File: config.mk
export PLATFORM = sky130hd
export DESIGN_NAME = vga_scan_flat
export DESIGN_NICKNAME = d
export VERILOG_FILES = /design/src/rtl/vga_scan_if.sv /design/src/rtl/vga_scan.sv /design/src/flat_wrapper.sv
export SDC_FILE = /design/constraint.sdc
export NUM_CORES = 1
export LEC_CHECK = 0
export ABC_CLOCK_PERIOD_IN_PS = 2200
export CORE_MARGIN = 2
export CORE_UTILIZATION = 51
export CTS_CLUSTER_SIZE = 8
export DETAILED_ROUTE_END_ITERATION = 8
export HOLD_SLACK_MARGIN = 0.03
export PLACE_DENSITY = 0.77
export SLEW_MARGIN = 5
export SYNTH_ARGS = -nofsm -noshare
export SYNTH_HDL_FRONTEND = slang
export SYNTH_SLANG_ARGS = --single-unit
File: constraint.sdc
create_clock -name clk -period 2.2 [get_ports clk]
set_input_delay 0.22 -clock clk [delete_from_list [all_inputs] [get_ports clk]]
set_output_delay 0.22 -clock clk [all_outputs]
set_load 0.02 [all_outputs]
File: src/rtl/vga_scan_if.sv
// ---------------------------------------------------------------------------
// vga_scan_if
// Bundles the scan-side bus between the VGA timing block and the per-pixel
// layer generators / VGA connector.
//   px_in    : composited colour {r,g,b} from the layer generators
//   col_addr : current visible column (0 outside the active region)
//   row_addr : current visible row (0 outside the active region)
//   fresh    : high during vertical blanking (per-frame update strobe)
//   hs, vs   : active-low syncs, aligned with de and r/g/b
//   de       : aligned display-enable
//   r, g, b  : aligned 4-bit colour components
// Modports:
//   master : the timing block (drives addresses, sync and colour)
//   slave  : the layer side (drives px_in, observes everything else)
// ---------------------------------------------------------------------------
interface vga_scan_if;
    logic [11:0] px_in;
    logic [9:0]  col_addr;
    logic [8:0]  row_addr;
    logic        fresh;
    logic        hs;
    logic        vs;
    logic        de;
    logic [3:0]  r;
    logic [3:0]  g;
    logic [3:0]  b;

    modport master (
        input  px_in,
        output col_addr, row_addr, fresh, hs, vs, de, r, g, b
    );

    modport slave (
        output px_in,
        input  col_addr, row_addr, fresh, hs, vs, de, r, g, b
    );
endinterface

File: src/rtl/vga_scan.sv
// ---------------------------------------------------------------------------
// vga_scan
// 640x480@60 Hz VGA scan generator. Counts pixels/lines, presents the visible
// coordinate to the layer generators, takes their colour back PX_LAT clocks
// later and re-aligns hsync/vsync/de with that colour. Also produces `fresh`,
// high during vertical blanking, for per-frame motion updates.
//
// Ports:
//   clk   : 25 MHz pixel clock
//   rst_n : asynchronous active-low reset
//   bus   : vga_scan_if.master (px_in in; col_addr, row_addr, fresh,
//           hs, vs, de, r, g, b out)
//
// Optional build macro:
//   VGA_BORDER_EN : force r/g/b to 4'hF on the outermost visible rows and
//                   columns; interior pixels pass px_in unchanged.
// ---------------------------------------------------------------------------
module vga_scan #(
    parameter int H_ACTIVE = 640,
    parameter int H_FP     = 16,
    parameter int H_SYNC   = 96,
    parameter int H_BP     = 48,
    parameter int V_ACTIVE = 480,
    parameter int V_FP     = 10,
    parameter int V_SYNC   = 2,
    parameter int V_BP     = 33,
    parameter int PX_LAT   = 1
) (
    input  logic         clk,
    input  logic         rst_n,
    vga_scan_if.master   bus
);

    localparam logic [9:0] H_ACT  = 10'(H_ACTIVE);
    localparam logic [9:0] H_LAST = 10'(H_ACTIVE + H_FP + H_SYNC + H_BP - 1);
    localparam logic [9:0] HS_BEG = 10'(H_ACTIVE + H_FP);
    localparam logic [9:0] HS_END = 10'(H_ACTIVE + H_FP + H_SYNC);
    localparam logic [9:0] V_ACT  = 10'(V_ACTIVE);
    localparam logic [9:0] V_LAST = 10'(V_ACTIVE + V_FP + V_SYNC + V_BP - 1);
    localparam logic [9:0] VS_BEG = 10'(V_ACTIVE + V_FP);
    localparam logic [9:0] VS_END = 10'(V_ACTIVE + V_FP + V_SYNC);

    logic [9:0]        h_cnt_r;
    logic [9:0]        v_cnt_r;
    logic [9:0]        h_next_s;
    logic [9:0]        v_next_s;
    logic [9:0]        col_addr_r;
    logic [8:0]        row_addr_r;
    logic              fresh_r;

    logic              hs_raw_s;
    logic              vs_raw_s;
    logic              de_raw_s;
    logic [PX_LAT-1:0] hs_pipe_r;
    logic [PX_LAT-1:0] vs_pipe_r;
    logic [PX_LAT-1:0] de_pipe_r;

    logic              hs_r;
    logic              vs_r;
    logic              de_r;
    logic [11:0]       rgb_r;

`ifdef VGA_BORDER_EN
    logic              border_raw_s;
    logic [PX_LAT-1:0] border_pipe_r;
`endif

    // Next counter values: h wraps at end of line and carries into v.
    always_comb begin
        h_next_s = h_cnt_r;
        v_next_s = v_cnt_r;
        if (h_cnt_r == H_LAST) begin
            h_next_s = 10'd0;
            if (v_cnt_r == V_LAST) begin
                v_next_s = 10'd0;
            end else begin
                v_next_s = v_cnt_r + 10'd1;
            end
        end else begin
            h_next_s = h_cnt_r + 10'd1;
        end
    end

    // Raw timing decoded from the current counter values.
    always_comb begin
        de_raw_s = (h_cnt_r < H_ACT) && (v_cnt_r < V_ACT);
        hs_raw_s = !((h_cnt_r >= HS_BEG) && (h_cnt_r < HS_END));
        vs_raw_s = !((v_cnt_r >= VS_BEG) && (v_cnt_r < VS_END));
    end

`ifdef VGA_BORDER_EN
    // Border flag travels with de so it lines up with the returned colour.
    always_comb begin
        border_raw_s = de_raw_s &&
                       ((h_cnt_r == 10'd0) || (h_cnt_r == H_ACT - 10'd1) ||
                        (v_cnt_r == 10'd0) || (v_cnt_r == V_ACT - 10'd1));
    end
`endif

    // Pixel/line counters plus addresses registered from the next counter
    // values, so the addresses carry no extra latency over the counters.
    always_ff @(posedge clk or negedge rst_n) begin
        if (!rst_n) begin
            h_cnt_r    <= 10'd0;
            v_cnt_r    <= 10'd0;
            col_addr_r <= 10'd0;
            row_addr_r <= 9'd0;
        end else begin
            h_cnt_r    <= h_next_s;
            v_cnt_r    <= v_next_s;
            col_addr_r <= (h_next_s < H_ACT) ? h_next_s : 10'd0;
            row_addr_r <= (v_next_s < V_ACT) ? v_next_s[8:0] : 9'd0;
        end
    end

    // Delay pipe matching the layer generators' colour latency.
    always_ff @(posedge clk or negedge rst_n) begin
        if (!rst_n) begin
            hs_pipe_r <= {PX_LAT{1'b1}};
            vs_pipe_r <= {PX_LAT{1'b1}};
            de_pipe_r <= {PX_LAT{1'b0}};
        end else begin
            hs_pipe_r[0] <= hs_raw_s;
            vs_pipe_r[0] <= vs_raw_s;
            de_pipe_r[0] <= de_raw_s;
            for (int i = 1; i < PX_LAT; i++) begin
                hs_pipe_r[i] <= hs_pipe_r[i-1];
                vs_pipe_r[i] <= vs_pipe_r[i-1];
                de_pipe_r[i] <= de_pipe_r[i-1];
            end
        end
    end

`ifdef VGA_BORDER_EN
    // Border flag pipe, same depth as the sync/de pipe.
    always_ff @(posedge clk or negedge rst_n) begin
        if (!rst_n) begin
            border_pipe_r <= {PX_LAT{1'b0}};
        end else begin
            border_pipe_r[0] <= border_raw_s;
            for (int i = 1; i < PX_LAT; i++) begin
                border_pipe_r[i] <= border_pipe_r[i-1];
            end
        end
    end
`endif

    // Output registers: aligned sync/de, gated colour and blanking strobe.
    always_ff @(posedge clk or negedge rst_n) begin
        if (!rst_n) begin
            hs_r    <= 1'b1;
            vs_r    <= 1'b1;
            de_r    <= 1'b0;
            rgb_r   <= 12'h000;
            fresh_r <= 1'b0;
        end else begin
            hs_r    <= hs_pipe_r[PX_LAT-1];
            vs_r    <= vs_pipe_r[PX_LAT-1];
            de_r    <= de_pipe_r[PX_LAT-1];
            fresh_r <= (v_cnt_r >= V_ACT);
            if (de_pipe_r[PX_LAT-1]) begin
`ifdef VGA_BORDER_EN
                if (border_pipe_r[PX_LAT-1]) begin
                    rgb_r <= 12'hFFF;
                end else begin
                    rgb_r <= bus.px_in;
                end
`else
                rgb_r <= bus.px_in;
`endif
            end else begin
                rgb_r <= 12'h000;
            end
        end
    end

    assign bus.col_addr = col_addr_r;
    assign bus.row_addr = row_addr_r;
    assign bus.fresh    = fresh_r;
    assign bus.hs       = hs_r;
    assign bus.vs       = vs_r;
    assign bus.de       = de_r;
    assign bus.r        = rgb_r[11:8];
    assign bus.g        = rgb_r[7:4];
    assign bus.b        = rgb_r[3:0];

endmodule

File: src/flat_wrapper.sv
// flat-port wrapper written by rule: the top's interface ports become plain ports
module vga_scan_flat 
#(
    parameter int H_ACTIVE = 640,
    parameter int H_FP     = 16,
    parameter int H_SYNC   = 96,
    parameter int H_BP     = 48,
    parameter int V_ACTIVE = 480,
    parameter int V_FP     = 10,
    parameter int V_SYNC   = 2,
    parameter int V_BP     = 33,
    parameter int PX_LAT   = 1
)
  (clk, rst_n, bus_px_in, bus_col_addr, bus_row_addr, bus_fresh, bus_hs, bus_vs, bus_de, bus_r, bus_g, bus_b);
  vga_scan_if bus_i ();
  input  logic clk;
  input  logic rst_n;
  input wire logic [$bits(bus_i.px_in)-1:0] bus_px_in;
  output wire logic [$bits(bus_i.col_addr)-1:0] bus_col_addr;
  output wire logic [$bits(bus_i.row_addr)-1:0] bus_row_addr;
  output wire logic [$bits(bus_i.fresh)-1:0] bus_fresh;
  output wire logic [$bits(bus_i.hs)-1:0] bus_hs;
  output wire logic [$bits(bus_i.vs)-1:0] bus_vs;
  output wire logic [$bits(bus_i.de)-1:0] bus_de;
  output wire logic [$bits(bus_i.r)-1:0] bus_r;
  output wire logic [$bits(bus_i.g)-1:0] bus_g;
  output wire logic [$bits(bus_i.b)-1:0] bus_b;
  assign bus_i.px_in = bus_px_in;
  assign bus_col_addr = bus_i.col_addr;
  assign bus_row_addr = bus_i.row_addr;
  assign bus_fresh = bus_i.fresh;
  assign bus_hs = bus_i.hs;
  assign bus_vs = bus_i.vs;
  assign bus_de = bus_i.de;
  assign bus_r = bus_i.r;
  assign bus_g = bus_i.g;
  assign bus_b = bus_i.b;
  vga_scan #(.H_ACTIVE(H_ACTIVE), .H_FP(H_FP), .H_SYNC(H_SYNC), .H_BP(H_BP), .V_ACTIVE(V_ACTIVE), .V_FP(V_FP), .V_SYNC(V_SYNC), .V_BP(V_BP), .PX_LAT(PX_LAT)) u_core (.clk(clk), .rst_n(rst_n), .bus(bus_i));
endmodule
==> flow_metrics.tcl <==
set metrics [dict create \
    status "finished, final reports clean" \
    timing.critical_path.required_ps 2400 \
    async_reset_ff_share_pct 100 \
    min_path_type "reg2reg" \
    track_usage_pct 19.1 \
    synth_most_common_cell "sky130_fd_sc_hd__dfrtp_1" \
    fmax_ghz 0.479 \
    cellLeakagePower_nw 1.42 \
    timing.clock.skew_ps 7.37 \
    cts_tree "built" \
    largest_stage_delay_on_the_critical_path_ps 570 \
    clkTransAtPathRegs_ps 60 \
    synth.cells.most_frequent "sky130_fd_sc_hd__dfrtp_1, sky130_fd_sc_hd__and2_1, sky130_fd_sc_hd__nor2_1" \
    placed_wire_length_estimate_after_detailed_placement_um 3130 \
    synthesis.instances 206 \
    cts-htree-levels 3 \
    ys_types 48 \
    die-area_um2 5360 \
    top_level_ports 49 \
    irDropWorstVdd_uv 478 \
    drt_first_iter_violations 96 \
    final-setup-viol-count 0 \
    cap_viol_max_count 0 \
    layout_worst_path_cycle_share_pct 94.9 \
    dominantRegCellSynth "sky130_fd_sc_hd__dfrtp_1" \
    post_cts_setup_buffer_count 0 \
    synth.ff_latch_count 58 \
    rows 25 \
    multi_input_gate_area_in_the_final_layout_um2 926 \
    initial_utilization_pct 52.4 \
    post_synth_instance_area_um2 2440 \
    core_um2 4660 \
    max_slew_headroom_pct 77.3 \
    floorplan.die.height_um 73.2 \
    fill_cells 338 \
    finalWirelength_um 4680 \
    drt-wirelength-per-cell_um 14.4 \
    via_count 1724 \
    top_cell_type_s_share_of_synthesized_area_pct 55.4 \
    root_buffer "sky130_fd_sc_hd__clkbuf_8" \
    first_global_vias 1723 \
    drv_slew 0 \
    arrival_time_reported_for_the_critical_path_endpoint_ps 2290 \
    drt.antenna.violating_nets 0 \
    final_period_minus_worst_setup_slack_ps 2090 \
    path_cells "ha_1 > nand4_1 > or4_4 > nor2b_4 > o211ai_4 > nor2b_1" \
    die_width_um 73.2 \
    gp_routability_congestion 0.895 \
    netlist.top_cell.by_area "sky130_fd_sc_hd__dfrtp_1" \
    grt_first_pass_wirelength_um 7650 \
    ctsLongestPathBuffers 2 \
    synthToLayoutAreaGrowth_pct 32.8 \
    worst_slack_ps 112 \
    remaining_drc_errors 0 \
    end_kind "register" \
    synth-warning-count 0 \
    clock_insertion_delay_worst_skew_ps 320 \
    antenna-diode-count 0 \
    post_drt_via_cell_ratio 5.32 \
    drt-pass1-iter-count 4 \
    post_synth_main_area_contributors "sky130_fd_sc_hd__dfrtp_1, sky130_fd_sc_hd__and2_1, sky130_fd_sc_hd__dfstp_2" \
    hold_viol_final 0 \
    setup.worst_path.class "reg2reg" \
    synth_edf_count 0 \
    antenna_found_initial 0 \
    grt_max_degree 59 \
    portBuffers 48 \
    kind_of_launch_point_of_the_worst_setup_path "register" \
    register_area_um2 1460 \
    gr-total-overflow 0 \
    cp_slowest_cell "sky130_fd_sc_hd__or4_4" \
    final_nets 284 \
    synth_sequential_area_ratio_pct 59.7 \
    total_cts_buffers 9 \
    design_power_total_w 0.00225 \
    critical_path.max_fanout 7 \
    worst-slew-pin-transition_ps 336 \
    pwr_density_cell_nw_per_um2 694 \
    syn_avg_cell_area_um2 11.8 \
    synthesis.nets 224 \
    tritoncts_num_sinks 58 \
    layout-drive-gt1-share_pct 14.4 \
    worst_slack_at_placement_ps 163 \
]
[worst paths after layout]
kind	start	endpoint	slack (ps)	cells after the start
max	u_core.h_cnt_r[0]	u_core.bus.row_addr[7]	110	6
min	u_core.hs_pipe_r	u_core.bus.hs	360	0
max reg2reg	u_core.h_cnt_r[0]	u_core.bus.row_addr[7]	110	6
min reg2reg	u_core.hs_pipe_r	u_core.bus.hs	360	0
max in group asynchronous	rst_n	u_core.bus.vs	1490	3
min in group asynchronous	rst_n	u_core.rgb_r[11]	420	3
[layout make-up]
class | instances | share of cell area, %
multi-input cells | 134 | 28.6
clock inverters | 2 | 1.85
repair buffers | 55 | 16.8
flip-flops and latches | 58 | 44.9
clock buffers | 13 | 4.90
well taps | 54 | 2.08
inverters | 8 | 0.926
[kinds of logic (layout without fill, tap and decap cells)]
group / after synthesis / in the layout / share of synthesized area [%]
AND/OR/NAND/NOR: 94 / 94 / 23.2
multiplexers: 1 / 1 / 0.410
buffers and inverters: 14 / 78 / 2.61
adder cells (fa/ha/maj): 4 / 4 / 2.05
flip-flops: 58 / 58 / 59.7
AO/OA/AOI/OAI: 25 / 25 / 8.51
XOR/XNOR: 10 / 10 / 3.59
[power by group]
group / switching, W / internal [W]
Sequential: 0.00000240 / 0.00108
Combinational: 0.0000428 / 0.0000481
Clock: 0.000384 / 0.000695
Total: 0.000429 / 0.00182
[routing by layer]
metal	share of wire [%]	wire [um]	global-route usage (%)	up-vias
met3	6.5	302	7.32	7
met5	0	0	0	-
met4	1.5	72	10.1	0
met1	46	2150	24.9	831
li1	-	-	-	822
met2	46	2150	27.6	64
[worst max-delay path, delay by kind of cell, from the launching register on]
family / cells / cell delay (ps)
flops: 1 / 460
compound gates: 1 / 280
fa+ha+maj: 1 / 240
simple gates: 4 / 990
[flip-flops by register name (all words and copies together) (netlist names)]
signal,count
u_core.bus.fresh,1
u_core.h_cnt_r,10
u_core.vs_pipe_r,1
u_core.bus.vs,1
u_core.rgb_r,12
u_core.bus.hs,1
u_core.bus.de,1
u_core.de_pipe_r,1
u_core.hs_pipe_r,1
u_core.v_cnt_r,10
u_core.bus.row_addr,9
u_core.bus.col_addr,10
[through the flow]
step           cells  util, %  hold slack [ps]  setup TNS, ps  instance area (um2)
6_report         324     69.6              356              0                 3240
5_1_grt          324     69.6              363          -17.9                 3240
4_1_cts          324     69.4              358              0                 3240
3_5_place_dp     308     64.5              240              0                 3010
3_3_place_gp     308     64.5              235              0                 3010
2_1_floorplan    206        -            -75.6              0                 2440
[cells in the final DEF (no fill, tap or decap), types with 2 or more instances in the layout]
cell type,n
sky130_fd_sc_hd__and2_1,20
sky130_fd_sc_hd__a21o_1,2
sky130_fd_sc_hd__nor3_1,3
sky130_fd_sc_hd__dfrtp_1,54
sky130_fd_sc_hd__nor2b_1,8
sky130_fd_sc_hd__o31ai_1,3
sky130_fd_sc_hd__xnor2_1,3
sky130_fd_sc_hd__ha_1,4
sky130_fd_sc_hd__clkbuf_8,11
sky130_fd_sc_hd__inv_1,8
sky130_fd_sc_hd__o21ai_0,7
sky130_fd_sc_hd__nand3_1,10
sky130_fd_sc_hd__clkbuf_1,2
sky130_fd_sc_hd__and3_1,2
sky130_fd_sc_hd__xor2_1,7
sky130_fd_sc_hd__nor3_2,6
sky130_fd_sc_hd__buf_4,5
sky130_fd_sc_hd__bufinv_16,2
sky130_fd_sc_hd__nand2_1,10
sky130_fd_sc_hd__nand4_1,6
sky130_fd_sc_hd__nand2b_1,3
sky130_fd_sc_hd__dfstp_2,4
sky130_fd_sc_hd__nor2_1,12
sky130_fd_sc_hd__clkdlybuf4s50_1,47
sky130_fd_sc_hd__and4_1,2
sky130_fd_sc_hd__nor2_2,2
[what timing repair did]
action / 4_1_cts / 5_1_grt
hold buffers: 1 / 0
resized for setup: 0 / 1
hold endpoints to repair: 54 / 0
setup endpoints to repair: 0 / 7
Power figures use the tool's default switching activity.
